`src/rtl/morse_seq_detect_if.sv`:
```
// Bus bundle for morse_seq_detect: keyed input line plus letter/sequence outputs.
interface morse_seq_detect_if #(
    parameter int MATCH_W = 8
);
    logic               in;
    logic               cb;
    logic               is;
    logic               letter_valid;
    logic [6:0]         letter_code;
    logic               letter_err;
    logic [MATCH_W-1:0] match_count;

    modport master (
        output in,
        input  cb, is, letter_valid, letter_code, letter_err, match_count
    );

    modport slave (
        input  in,
        output cb, is, letter_valid, letter_code, letter_err, match_count
    );
endinterface

```
`src/rtl/morse_seq_detect.sv`:
```
// Morse letter decoder and sequence detector on a sampled keyed line.
// Define MORSE_OVERLAP_EN to let a finished match seed the next one.
module morse_seq_detect #(
    parameter int                       DOT_MAX     = 2,
    parameter int                       DASH_MAX    = 6,
    parameter int                       LETTER_GAP  = 4,
    parameter int                       NUM_LETTERS = 3,
    parameter logic [7*NUM_LETTERS-1:0] PATTERN     = 21'hC1BB0,
    parameter int                       MATCH_W     = 8
) (
    input  logic                clk,
    input  logic                rst,
    morse_seq_detect_if.slave   bus
);
    localparam int MW = $clog2(DASH_MAX + 2);
    localparam int GW = $clog2(LETTER_GAP + 1);
    localparam int IW = (NUM_LETTERS > 1) ? $clog2(NUM_LETTERS) : 1;

    localparam logic [MW-1:0] MARK_SAT = MW'(DASH_MAX + 1);
    localparam logic [MW-1:0] DOT_LIM  = MW'(DOT_MAX);
    localparam logic [MW-1:0] DASH_LIM = MW'(DASH_MAX);
    localparam logic [GW-1:0] GAP_SAT  = GW'(LETTER_GAP);
    localparam logic [IW-1:0] LAST_IDX = IW'(NUM_LETTERS - 1);

`ifdef MORSE_OVERLAP_EN
    localparam logic [IW-1:0] RELOAD_IDX =
        (PATTERN[6:0] == PATTERN[7*(NUM_LETTERS-1) +: 7]) ? IW'(1) : IW'(0);
`else
    localparam logic [IW-1:0] RELOAD_IDX = IW'(0);
`endif

    logic [6:0]         pat_s [NUM_LETTERS];

    logic [MW-1:0]      mark_r, mark_nx_s;
    logic [GW-1:0]      gap_r, gap_nx_s;
    logic [3:0]         sym_r, sym_nx_s;
    logic [2:0]         len_r, len_nx_s;
    logic               bad_r, bad_nx_s;
    logic [IW-1:0]      idx_r, idx_nx_s;
    logic               done_s, valid_s, err_s, hit_s;
    logic [6:0]         code_s;

    logic               cb_r, is_r, letter_valid_r, letter_err_r;
    logic [6:0]         letter_code_r;
    logic [MATCH_W-1:0] match_count_r;

    for (genvar g = 0; g < NUM_LETTERS; g++) begin : g_pat
        assign pat_s[g] = PATTERN[7*g +: 7];
    end

    // Run counters, symbol buffer and letter-completion detection.
    always_comb begin
        mark_nx_s = mark_r;
        gap_nx_s  = gap_r;
        sym_nx_s  = sym_r;
        len_nx_s  = len_r;
        bad_nx_s  = bad_r;
        done_s    = 1'b0;
        if (bus.in) begin
            gap_nx_s = {GW{1'b0}};
            if (mark_r != MARK_SAT) begin
                mark_nx_s = mark_r + MW'(1);
            end else begin
                mark_nx_s = mark_r;
            end
        end else begin
            if (mark_r != {MW{1'b0}}) begin
                mark_nx_s = {MW{1'b0}};
                if (mark_r > DASH_LIM) begin
                    bad_nx_s = 1'b1;
                end else if (len_r == 3'd4) begin
                    bad_nx_s = 1'b1;
                end else begin
                    sym_nx_s[len_r[1:0]] = (mark_r > DOT_LIM);
                    len_nx_s             = len_r + 3'd1;
                end
            end else begin
                mark_nx_s = mark_r;
            end
            // Saturated gap means idle: nothing further happens on low input.
            if (gap_r != GAP_SAT) begin
                gap_nx_s = gap_r + GW'(1);
                done_s   = (gap_nx_s == GAP_SAT) && ((len_nx_s != 3'd0) || bad_nx_s);
            end else begin
                gap_nx_s = gap_r;
            end
        end
    end

    // Progress through the target sequence on each completed letter.
    always_comb begin
        code_s   = {len_nx_s, sym_nx_s};
        idx_nx_s = idx_r;
        valid_s  = 1'b0;
        err_s    = 1'b0;
        hit_s    = 1'b0;
        if (done_s) begin
            if (bad_nx_s) begin
                err_s    = 1'b1;
                idx_nx_s = {IW{1'b0}};
            end else begin
                valid_s = 1'b1;
                if (code_s == pat_s[idx_r]) begin
                    if (idx_r == LAST_IDX) begin
                        hit_s    = 1'b1;
                        idx_nx_s = RELOAD_IDX;
                    end else begin
                        idx_nx_s = idx_r + IW'(1);
                    end
                end else if (code_s == pat_s[0]) begin
                    idx_nx_s = IW'(1);
                end else begin
                    idx_nx_s = {IW{1'b0}};
                end
            end
        end else begin
            idx_nx_s = idx_r;
        end
    end

    // State and output registers; gap starts saturated so idle input is silent.
    always_ff @(posedge clk or negedge rst) begin
        if (!rst) begin
            mark_r         <= {MW{1'b0}};
            gap_r          <= GAP_SAT;
            sym_r          <= 4'd0;
            len_r          <= 3'd0;
            bad_r          <= 1'b0;
            idx_r          <= {IW{1'b0}};
            cb_r           <= 1'b0;
            is_r           <= 1'b0;
            letter_valid_r <= 1'b0;
            letter_err_r   <= 1'b0;
            letter_code_r  <= 7'd0;
            match_count_r  <= {MATCH_W{1'b0}};
        end else begin
            mark_r <= mark_nx_s;
            gap_r  <= gap_nx_s;
            if (done_s) begin
                sym_r <= 4'd0;
                len_r <= 3'd0;
                bad_r <= 1'b0;
            end else begin
                sym_r <= sym_nx_s;
                len_r <= len_nx_s;
                bad_r <= bad_nx_s;
            end
            idx_r          <= idx_nx_s;
            cb_r           <= (idx_nx_s != {IW{1'b0}});
            is_r           <= hit_s;
            letter_valid_r <= valid_s;
            letter_err_r   <= err_s;
            if (valid_s) begin
                letter_code_r <= code_s;
            end else begin
                letter_code_r <= letter_code_r;
            end
            if (hit_s) begin
                match_count_r <= match_count_r + MATCH_W'(1);
            end else begin
                match_count_r <= match_count_r;
            end
        end
    end

    assign bus.cb           = cb_r;
    assign bus.is           = is_r;
    assign bus.letter_valid = letter_valid_r;
    assign bus.letter_err   = letter_err_r;
    assign bus.letter_code  = letter_code_r;
    assign bus.match_count  = match_count_r;
endmodule

```
`src/flat_wrapper.sv`:
```
// flat-port wrapper written by rule: the top's interface ports become plain ports
module morse_seq_detect_flat 
#(
    parameter int                       DOT_MAX     = 2,
    parameter int                       DASH_MAX    = 6,
    parameter int                       LETTER_GAP  = 4,
    parameter int                       NUM_LETTERS = 3,
    parameter logic [7*NUM_LETTERS-1:0] PATTERN     = 21'hC1BB0,
    parameter int                       MATCH_W     = 8
)
  (clk, rst, bus_in, bus_cb, bus_is, bus_letter_valid, bus_letter_code, bus_letter_err, bus_match_count);
  morse_seq_detect_if #(.MATCH_W(MATCH_W)) bus_i ();
  input  logic clk;
  input  logic rst;
  input wire logic [$bits(bus_i.in)-1:0] bus_in;
  output wire logic [$bits(bus_i.cb)-1:0] bus_cb;
  output wire logic [$bits(bus_i.is)-1:0] bus_is;
  output wire logic [$bits(bus_i.letter_valid)-1:0] bus_letter_valid;
  output wire logic [$bits(bus_i.letter_code)-1:0] bus_letter_code;
  output wire logic [$bits(bus_i.letter_err)-1:0] bus_letter_err;
  output wire logic [$bits(bus_i.match_count)-1:0] bus_match_count;
  assign bus_i.in = bus_in;
  assign bus_cb = bus_i.cb;
  assign bus_is = bus_i.is;
  assign bus_letter_valid = bus_i.letter_valid;
  assign bus_letter_code = bus_i.letter_code;
  assign bus_letter_err = bus_i.letter_err;
  assign bus_match_count = bus_i.match_count;
  morse_seq_detect #(.DOT_MAX(DOT_MAX), .DASH_MAX(DASH_MAX), .LETTER_GAP(LETTER_GAP), .NUM_LETTERS(NUM_LETTERS), .PATTERN(PATTERN), .MATCH_W(MATCH_W)) u_core (.clk(clk), .rst(rst), .bus(bus_i));
endmodule
```
`config.mk`:
```
export PLATFORM = sky130hd
export DESIGN_NAME = morse_seq_detect_flat
export DESIGN_NICKNAME = d
export VERILOG_FILES = /design/src/rtl/morse_seq_detect_if.sv /design/src/rtl/morse_seq_detect.sv /design/src/flat_wrapper.sv
export SDC_FILE = /design/constraint.sdc
export NUM_CORES = 1
export LEC_CHECK = 0
export CORE_ASPECT_RATIO = 1.25
export CORE_MARGIN = 2
export CORE_UTILIZATION = 59
export DETAILED_ROUTE_END_ITERATION = 10
export GPL_ROUTABILITY_DRIVEN = 0
export HOLD_SLACK_MARGIN = 0.05
export PLACE_DENSITY = 0.83
export SLEW_MARGIN = 20
export SYNTH_ARGS = -nofsm -noshare
export SYNTH_HDL_FRONTEND = slang
export SYNTH_SLANG_ARGS = --single-unit
```
`constraint.sdc`:
```
create_clock -name clk -period 6.7 [get_ports clk]
set_input_delay 1.005 -clock clk [delete_from_list [all_inputs] [get_ports clk]]
set_output_delay 1.005 -clock clk [all_outputs]
set_load 0.02 [all_outputs]
```
==> flow_summary.ini <==
[synthesis]
syn_inst = 187
syn-num-nets = 202
syn_avg_cell_area_um2 = 10.1
yosysMostFrequentCell = dfrtp_1
ys_top_cells_by_count = dfrtp_1, nand2_1, inv_1, nor2_1, ha_1
synthFlopType = dfrtp_1
yosysTopAreaCell = dfrtp_1
synth-seq-area-share_pct = 46.6
synth_cell_type_count = 46
synth-seq-cells = 35
ys.warnings.count = 0
synth_enable_flop_cells = 0
post-synth-top-area-fraction_pct = 45.2
synthTopCellsByArea = dfrtp_1, ha_1, nand2_1
synthArstFlopShare_pct = 100
syn-cell-area_mm2 = 0.00188

[worst_setup_path]
slowest_stage = clkdlybuf4s50_1
critical_path_required_ns = 6.96
cp.buffers_inverters = 1
crit_path_start = bus_in
reg2reg_from = u_core.len_r[0]
crit_arrival_ns = 3.85
critical_path.top_delay_family = simple AND/OR/NAND/NOR gates
crit_chain = clkdlybuf4s50_1 -> nor4_4 -> nand2_1 -> mux2i_1 -> nor4_1 -> o21bai_1 -> or4_1 -> o211ai_2
path_class = in2reg
cp-end-kind = flop
path_max_fanout = 9
start_kind = input port
max_stage_delay_ns = 0.60

[global_route]
gr-usage-met3_pct = 6.19
grt_pass1_vias = 1485
grt.met2_usage_pct = 40.1
grt_max_degree = 36
grt_pass1_wl_mm = 6.32
gr-total-overflow = 0
antenna_found_initial = 0
busiest_layer = met2
use_met1_pct = 28.9
track_usage_pct = 24.5

[cts]
cts_buffers = 5
cts_resized = 0
clk_pin_slew_ns = 0.10
cts_tree = built
holdBufCountCts = 0
cts-htree-levels = 2
clk_latency_ns = 0.34
clk_path_buf_depth = 2
cts_num_sinks = 35
cts-root-buf = clkbuf_4
postCtsSetupBuffers = 0

[die]
core_mm2 = 0.00300
rows = 22
die_w_um = 54.5
dieArea_mm2 = 0.00366
io_pins = 22
dieHeight_um = 67.2
start_util_pct = 62.8

[run]
maxCapViolations = 0

[placement]
dp_hpwl_mm = 2.70
port_buffers = 21

[final_layout]
drive_gt1_share_pct = 9.35
num_antenna_cells = 0
layout.nets = 228
area_growth_pct = 16.9

[sta]
finalSetupViolations = 0
finClkSkew_ns = 0.0133
hold_viol_final = 0
fin_hold_ws_ns = 0.489
rsz0062_at_grt = no
fmax_ghz = 0.278
fin_crit_ns = 3.59
worst_pin_slew_ns = 0.879
maxSlewViolCount = 0
slew_headroom_pct = 41.2
setup-tns-final_ns = 0
finalCritPeriodShare_pct = 53.6

[power_and_ir_drop]
leakage_nw = 1.04
power_density_mw_per_mm2 = 385
vdd_drop_max_mv = 0.307

[route]
routed_wl_mm = 3.67
vias = 1426
post-route-drc-count = 0
dr.pass1.iters = 4
drtIter0Drc = 44
wl_per_cell_um = 14.7
ant_nets = 0
viasPerCell = 5.70

[worst_hold_path]
hp-class = reg2reg
holdCritStartpoint = u_core.bus.letter_code[3]

[run_status]
outcome = complete, no violations
## metal layers
layer	wire, um	vias to the layer above	part of all wire (%)
met1	1530	682	42
met3	130	7	3.5
met4	92	0	2.5
met2	1920	30	52
met5	0	-	0
li1	-	707	-
## sequential cells by signal, indices dropped and copies added, names as in the netlist
signal                   flops
u_core.bad_r                 1
u_core.mark_r                3
u_core.bus.cb                1
u_core.bus.letter_code       7
u_core.bus.letter_valid      1
u_core.gap_r                 3
u_core.idx_r                 2
u_core.bus.is                1
u_core.len_r                 3
u_core.bus.letter_err        1
u_core.bus.match_count       8
u_core.sym_r                 4
## through the flow
stage	setup WS (ns)	total power [mW]	instances	util (%)	area, um^2
after floorplan	3.62	0.604	187	-	1880
after global placement	2.94	0.699	242	71.1	2130
after detailed placement	2.82	0.721	242	71.1	2130
after CTS	3.17	0.852	250	73.4	2200
after global routing	2.87	0.916	250	73.4	2200
final	3.11	0.848	250	73.4	2200
## tightest hold or removal path, delay by kind of cell, from the launching register on
| family | cells | cell delay, ns |
|---|---|---|
| simple gates | 1 | 0.04 |
| compound gates | 1 | 0.06 |
| flops | 1 | 0.35 |
## worst paths after layout
check	end	slack (ns)	depth (start not counted)
max	u_core.idx_r[0]	3.11	8
min	u_core.bus.letter_code[3]	0.49	2
max reg2reg	u_core.idx_r[0]	3.46	10
min reg2reg	u_core.bus.letter_code[3]	0.49	2
max in group asynchronous	u_core.gap_r[2]	5.31	2
min in group asynchronous	u_core.mark_r[0]	1.05	2
## cells in the final DEF (no fill, tap or decap), types with 2 or more instances in the layout
master	netlist	final
nor4_1	2	2
dfrtp_1	34	34
xor2_1	6	6
clkdlybuf4s50_1	0	21
a211o_1	2	2
nand2b_1	3	3
clkbuf_4	0	5
nor2b_1	2	2
nor4_4	2	2
a21oi_1	5	5
ha_1	12	12
nand2_1	21	21
mux2i_1	5	5
mux2_2	2	2
nand3b_1	2	2
a41oi_1	2	2
xnor2_1	3	3
nor2_1	17	17
a311oi_1	2	2
o21ai_0	9	9
nor3_1	2	2
inv_1	17	17
clkbuf_8	0	2
nand3_1	8	8
and4_1	2	2
o22ai_1	3	3
## kinds of logic after synthesis
| kind of cell | Yosys count | synth area share, % |
|---|---|---|
| buf+inv | 20 | 4.05 |
| compound gates | 35 | 13.1 |
| xor+xnor | 9 | 4.19 |
| flops | 35 | 46.6 |
| mux | 7 | 3.85 |
| fa+ha+maj | 12 | 7.97 |
| simple gates | 69 | 20.3 |
## cell type report
class                   instances  area [um^2]
clock buffers                   8         68.8
fillers                       230          798
inverters                      17         63.8
multi-input cells             132          930
flip-flops and latches         35          877
well taps                      36         45.0
repair buffers                 22          218
## report_power, final
| group | total, mW | internal, mW | switching [mW] |
|---|---|---|---|
| Clock | 0.127 | 0.0617 | 0.0656 |
| Combinational | 0.387 | 0.166 | 0.222 |
| Sequential | 0.334 | 0.274 | 0.0593 |
| Total | 0.848 | 0.501 | 0.347 |
No activity file was read; power rests on OpenSTA's default activity.
